File: src/rtl/wqe_dispatcher.sv
// TX WQE dispatcher. It routes fetched WQEs either to the LS FIFO or to their station-buffer slot.
// It also owns the slot occupancy vector that the group scheduler arbitrates over.
module wqe_dispatcher #(
  parameter int WQE_WIDTH           = 512,
  parameter int PWQE_SLOT_NUM       = 4,
  parameter int PWQE_BUF_ADDR_WIDTH = 2,
  parameter int PWQE_BUF_WIDTH      = 512,
  parameter int CNT_WIDTH           = 16
) (
  input  logic                           clk,
  input  logic                           rst_n,
  input  logic                           i_wqe_val,
  output logic                           o_wqe_rdy,
  input  logic                           i_wqe_type,
  input  logic [PWQE_BUF_ADDR_WIDTH-1:0] i_wqe_slot,
  input  logic [WQE_WIDTH-1:0]           i_wqe,
  input  logic                           i_ls_wqe_full,
  output logic                           o_ls_wqe_wen,
  output logic [WQE_WIDTH-1:0]           o_ls_wqe_wdata,
  output logic                           o_wen_0,
  output logic [PWQE_BUF_ADDR_WIDTH-1:0] o_addr_0,
  output logic [PWQE_BUF_WIDTH-1:0]      o_din_0,
  output logic [PWQE_SLOT_NUM-1:0]       o_slot_status,
  input  logic                           i_slot_clr,
  input  logic [PWQE_BUF_ADDR_WIDTH-1:0] i_slot_clr_addr,
  output logic [CNT_WIDTH-1:0]           o_ls_cnt,
  output logic [CNT_WIDTH-1:0]           o_bs_cnt,
  output logic                           o_err
);

  logic                           hold_val;
  logic                           hold_type;
  logic [PWQE_BUF_ADDR_WIDTH-1:0] hold_slot;
  logic [WQE_WIDTH-1:0]           hold_wqe;
  logic                           disp_go;
  logic                           accept;
  logic [PWQE_SLOT_NUM-1:0]       status_nxt;
  logic                           clr_err;

  // Dispatch decision looks only at registered state, so the input handshake never loops back into it
  assign disp_go   = hold_val & (hold_type ? ~o_slot_status[hold_slot] : ~i_ls_wqe_full);
  assign o_wqe_rdy = ~hold_val | disp_go;
  assign accept    = i_wqe_val & o_wqe_rdy;

  always_ff @(posedge clk or negedge rst_n) begin
    if (!rst_n) begin
      hold_val  <= 1'b0;
      hold_type <= 1'b0;
      hold_slot <= '0;
      hold_wqe  <= '0;
    end else begin
      hold_val <= accept | (hold_val & ~disp_go);
      if (accept) begin
        hold_type <= i_wqe_type;
        hold_slot <= i_wqe_slot;
        hold_wqe  <= i_wqe;
      end
    end
  end

  always_ff @(posedge clk or negedge rst_n) begin
    if (!rst_n) begin
      o_ls_wqe_wen   <= 1'b0;
      o_ls_wqe_wdata <= '0;
      o_wen_0        <= 1'b0;
      o_addr_0       <= '0;
      o_din_0        <= '0;
      o_ls_cnt       <= '0;
      o_bs_cnt       <= '0;
    end else begin
      o_ls_wqe_wen <= disp_go & ~hold_type;
      o_wen_0      <= disp_go & hold_type;
      if (disp_go && !hold_type) begin
        o_ls_wqe_wdata <= hold_wqe;
        o_ls_cnt       <= o_ls_cnt + CNT_WIDTH'(1);
      end
      if (disp_go && hold_type) begin
        o_addr_0 <= hold_slot;
        o_din_0  <= PWQE_BUF_WIDTH'(hold_wqe);
        o_bs_cnt <= o_bs_cnt + CNT_WIDTH'(1);
      end
    end
  end

  // A set is applied after the clear, so a same-slot collision leaves the slot occupied
  always_comb begin
    status_nxt = o_slot_status;
    clr_err    = 1'b0;
    if (i_slot_clr) begin
      clr_err                     = ~o_slot_status[i_slot_clr_addr];
      status_nxt[i_slot_clr_addr] = 1'b0;
    end
    if (disp_go && hold_type) begin
      status_nxt[hold_slot] = 1'b1;
    end
  end

  always_ff @(posedge clk or negedge rst_n) begin
    if (!rst_n) begin
      o_slot_status <= '0;
      o_err         <= 1'b0;
    end else begin
      o_slot_status <= status_nxt;
      if (clr_err) begin
        o_err <= 1'b1;
      end
    end
  end

endmodule
File: config.mk
export PLATFORM = sky130hd
export DESIGN_NAME = wqe_dispatcher
export DESIGN_NICKNAME = d
export VERILOG_FILES = /design/src/rtl/wqe_dispatcher.sv
export SDC_FILE = /design/constraint.sdc
export NUM_CORES = 2
export LEC_CHECK = 0
export ABC_AREA = 1
export CAP_MARGIN = 25
export CORE_AREA = 2 2 621 623
export CTS_BUF_LIST = sky130_fd_sc_hd__clkbuf_4 sky130_fd_sc_hd__clkbuf_8
export DETAILED_ROUTE_END_ITERATION = 16
export DIE_AREA = 0 0 623 625
export HOLD_SLACK_MARGIN = 0.08
export SLEW_MARGIN = 10
export SYNTH_ARGS = -nofsm -noshare
export SYNTH_HDL_FRONTEND = slang
export SYNTH_SLANG_ARGS = --single-unit
File: constraint.sdc
create_clock -name clk -period 4.9 [get_ports clk]
set_input_delay 1.225 -clock clk [delete_from_list [all_inputs] [get_ports clk]]
set_output_delay 1.225 -clock clk [all_outputs]
set_load 0.01 [all_outputs]
# Word-level counts from Yosys, hierarchy flattened

Cells that the tools add are included.

Input port bits: 522
Output and inout port bits: 1066
Register bits after elaboration: 1581

Magnitude comparators: 4
$add $sub $neg: 2
Muxes and demuxes: 12
Bitwise logic cells: 16
Reductions and logical operators: 5

Operators by type and width:

| cell                    | count |
|---|---|
| $add A16 B1 Y16 const B | 2 |
| $mux W4                 | 2 |
| $lt A2 B3 Y1 const B    | 2 |
| $mux W1                 | 6 |
| $not A1 Y1              | 6 |
| $and A1 B1 Y1           | 5 |
| $and A4 B4 Y4           | 1 |
| $bmux W1 S2             | 2 |
| $demux W1 S2            | 2 |
| $ge A2 B1 Y1 const B    | 2 |
| $logic_and A1 B1 Y1     | 4 |
| $not A4 Y4              | 1 |
| $or A4 B4 Y4            | 1 |
| $or A1 B1 Y1            | 2 |
| $logic_not A1 Y1        | 1 |

# Longest topological paths before layout

Word-level depth: 9
Gate-level depth with buffers: 10
Depth with buffers taken out: 8

# Least setup slack after synthesis

Ideal clock, no wire load.

Path kind: input to output
Start: in i_ls_wqe_full
End: out o_wqe_rdy
Required time: 3675 ps
Path buffers: 2
Cell stages on the path: 4
Slack: 1837 ps
Arrival: 1838 ps
Cell sequence: o21ai_0 o21bai_2 buf_4 buf_2

Word-level cells in the longest chain between the ends: 4

Ends and longest elaborated chain:

| what          | line | source |
|---|---|---|
| from (decl)   | 17   | `input logic i_ls_wqe_full,` |
| $not A1 Y1    | 41   | `assign disp_go = hold_val & (hold_type ? ~o_slot_status[hold_slot] : ~i_ls_wqe_full);` |
| $mux W1       | 41   |  |
| $and A1 B1 Y1 | 41   |  |
| $or A1 B1 Y1  | 42   | `assign o_wqe_rdy = ~hold_val \| disp_go;` |
| to (decl)     | 13   | `output logic o_wqe_rdy,` |

Every way passes these cells.

# Worst setup path in the final report

Start: reg hold_slot[0]
End: out o_wqe_rdy

Word-level cells in the longest chain between the ends: 6

Ends and longest elaborated chain:

| what                          | line | source |
|---|---|---|
| from (decl)                   | 33   | `logic [PWQE_BUF_ADDR_WIDTH-1:0] hold_slot;` |
| from (signal assigned)        | 55   | `hold_slot <= i_wqe_slot;` |
| $bmux W1 S2                   | 41   |  |
| $mux W1 (not written as such) | 41   |  |
| $not A1 Y1                    | 41   |  |
| $mux W1                       | 41   |  |
| $and A1 B1 Y1                 | 41   |  |
| $or A1 B1 Y1                  | 42   |  |

Every way passes these cells. The select of a mux whose other input is x is not followed.

==> metrics.txt <==
Avg Cell Area, Syn=9.43 um2; Finished Cell Area=88000 um2; cts bufs inserted=296; clock sink count=1581; Post-CTS Setup Inserts=0; final hold vios=0; Setup CP Type=reg2out; Tightest Pin Transition=1.03 ns; drt drc=0; ranking of synthesized cells by area=dfrtp_1 66%, nand2_1 14%, o21ai_0 8.0%; PnR Total Power=63.4 mW; count leader, synth=nand2_1; fin crit period=4.21 ns; Avg WL per Cell=24.7 um; Die H=625 um; Max Slew Vio Count=0; H-tree depth=5; Synth top area share=66.3%; syn nets=6851; routed vias/inst=3.81; Final setup violation count=0; number of synthesized flops with an enable pin=0; Mapped Area=59700 um2; drt initial violations=3756; global-route wire length before repair=437000 um; Synth Register Bits=1581; Starting Density=15.6%; Clock Skews=0.0832 ns; initial antenna violation count=60; placed cell area=81600 um2; async set-reset flop share out of synthesis=100%; total grt overflow=0; WP data required=3.67 ns; Via Count=50300; Routed Antenna Nets=0; share of cells above drive strength 1=7.83%; router iterations before antenna repair=5; post-DP HPWL=261000 um; clk_lat worst skew=1.03 ns; number of port buffers=1587; slew margin rel.=31.5%; Clock Tree Buf Depth=4; core footprint=384000 um2; max capacitance violation total=0; TritonCTS clock tree=done; top cells by count, synth=2159 x nand2_1, 1581 x dfrtp_1, 953 x o21ai_0; row cnt=228; WL final=327000 um; Worst-path clk slew=0.06 ns; Arr. time, crit path=2.99 ns; min-delay worst type=in2async; Peak Freq=237 MHz; # nets final=8454; overall routing resource usage=16.2%; worst-path fanout max=7; Lkg Pwr=40.4 nW; GP Congestion=0.907; CP startpoint kind=register; vias in the first global route=49200; Hold-fix buffers, CTS=0; area grow syn2layout=47.4%; Final period util=86.0%; RSZ-0062 raised after global routing=no; # IOs=1588; Syn Inst Count=6327; cell taking the most area after synthesis=dfrtp_1; root buf cell=clkbuf_8; post_cts resized=0; VDD IR max=0.534 mV; die area=389000 um2; DIE WIDTH=623 um; largest net degree at the start of global routing=177; Syn. warnings=0; post-synth cell types=22; TNS Setup=0 ns; ys flop type=dfrtp_1; sequential share of the synthesized area=66.3%; Power Density=720 nW/um2; CP endpoint kind=output port; status=finished clean
## routing by layer
layer | global-route usage (%) | part of all wire, % | vias up
met5 | 0 | 0.019 | -
met4 | 8.42 | 5.9 | 10
met3 | 6.57 | 9.5 | 529
met2 | 26.3 | 47 | 1899
met1 | 18.3 | 38 | 24600
li1 | - | - | 23300
## worst paths after layout
kind	start	endpoint	slack (ns)	cells past startpoint
max	hold_slot[0]	o_wqe_rdy	0.69	5
min	rst_n	o_din_0[244]	0.35	1
max reg2reg	hold_slot[0]	o_din_0[297]	1.86	7
min reg2reg	hold_wqe[42]	hold_wqe[42]	0.47	2
max in group asynchronous	rst_n	hold_wqe[335]	3.37	2
min in group clk	hold_wqe[42]	hold_wqe[42]	0.47	2
## worst max-delay path, stage by stage, from the launching register on
cell and delay, ns:
dfrtp_1 0.46, inv_2 0.07, nand3_1 0.07, nand3_1 0.29, o21bai_4 0.41, clkdlybuf4s50_1 0.65
## cells by family (layout without fill, tap and decap cells)
logic type / Yosys count / in the layout / synth area share, %
xor+xnor: 18 / 18 / 0.264
simple gates: 2743 / 2743 / 18.5
flops: 1581 / 1581 / 66.3
buf+inv: 938 / 2749 / 6.16
fa+ha+maj: 2 / 2 / 0.0419
compound gates: 1045 / 1045 / 8.77
other cells: 0 / 29 / 0
## cell type report
| type | instances | area, um2 |
|---|---|---|
| clock buffers | 456 | 5660 |
| diodes | 29 | 72.6 |
| multi-input cells | 3808 | 16500 |
| fillers | 41700 | 296000 |
| well taps | 5060 | 6330 |
| flip-flops and latches | 1581 | 39600 |
| repair buffers | 1708 | 17200 |
| inverters | 535 | 2020 |
| clock inverters | 50 | 626 |
## stage by stage
stage               instances  worst slack [ns]  hold WS (ns)  utilization (%)
floorplan                6327              1.84         0.442                -
global placement        12700             0.926         0.453             21.3
detailed placement      12700             0.890         0.458             21.3
CTS                     13200             0.469         0.115             22.9
global route            13200             0.432         0.182             22.9
finish                  13200             0.687         0.345             22.9
## power by group
group | internal, mW | leakage (nW) | switching, mW
Combinational | 9.95 | 17.2 | 17.2
Clock | 7.81 | 3.31 | 6.10
Sequential | 18.9 | 19.9 | 3.37
## layout by cell type (no fill, tap or decap)
cell             count
nand2_1           2158
inv_2                2
inv_1              532
o21ai_0            953
clkdlybuf4s50_1   1585
xor2_1               7
bufinv_16            8
buf_8                1
ha_1                 2
buf_4               88
clkbuf_4            98
inv_6                5
xnor2_1             11
clkinv_2            14
buf_16               1
nand2_8              1
clkinvlp_4          10
dfrtp_1           1581
diode_2             29
nand3b_1             1
buf_12              32
clkinv_8             4
nor3_4               2
nand3_1            538
inv_8                4
inv_12               6
buf_6                1
clkbuf_8           358
nor3_1               3
nor2_1              28
o21ai_1             91
nand4_1             11
nand2_4              1
o21bai_4             1
## sequential cells by signal (all words and copies together) (netlist names)
name,count
hold_slot,2
hold_type,1
hold_val,1
hold_wqe,512
o_addr_0,2
o_bs_cnt,16
o_din_0,512
o_err,1
o_ls_cnt,16
o_ls_wqe_wdata,512
o_ls_wqe_wen,1
o_slot_status,4
o_wen_0,1
No activity file was read; power rests on OpenSTA's default activity.
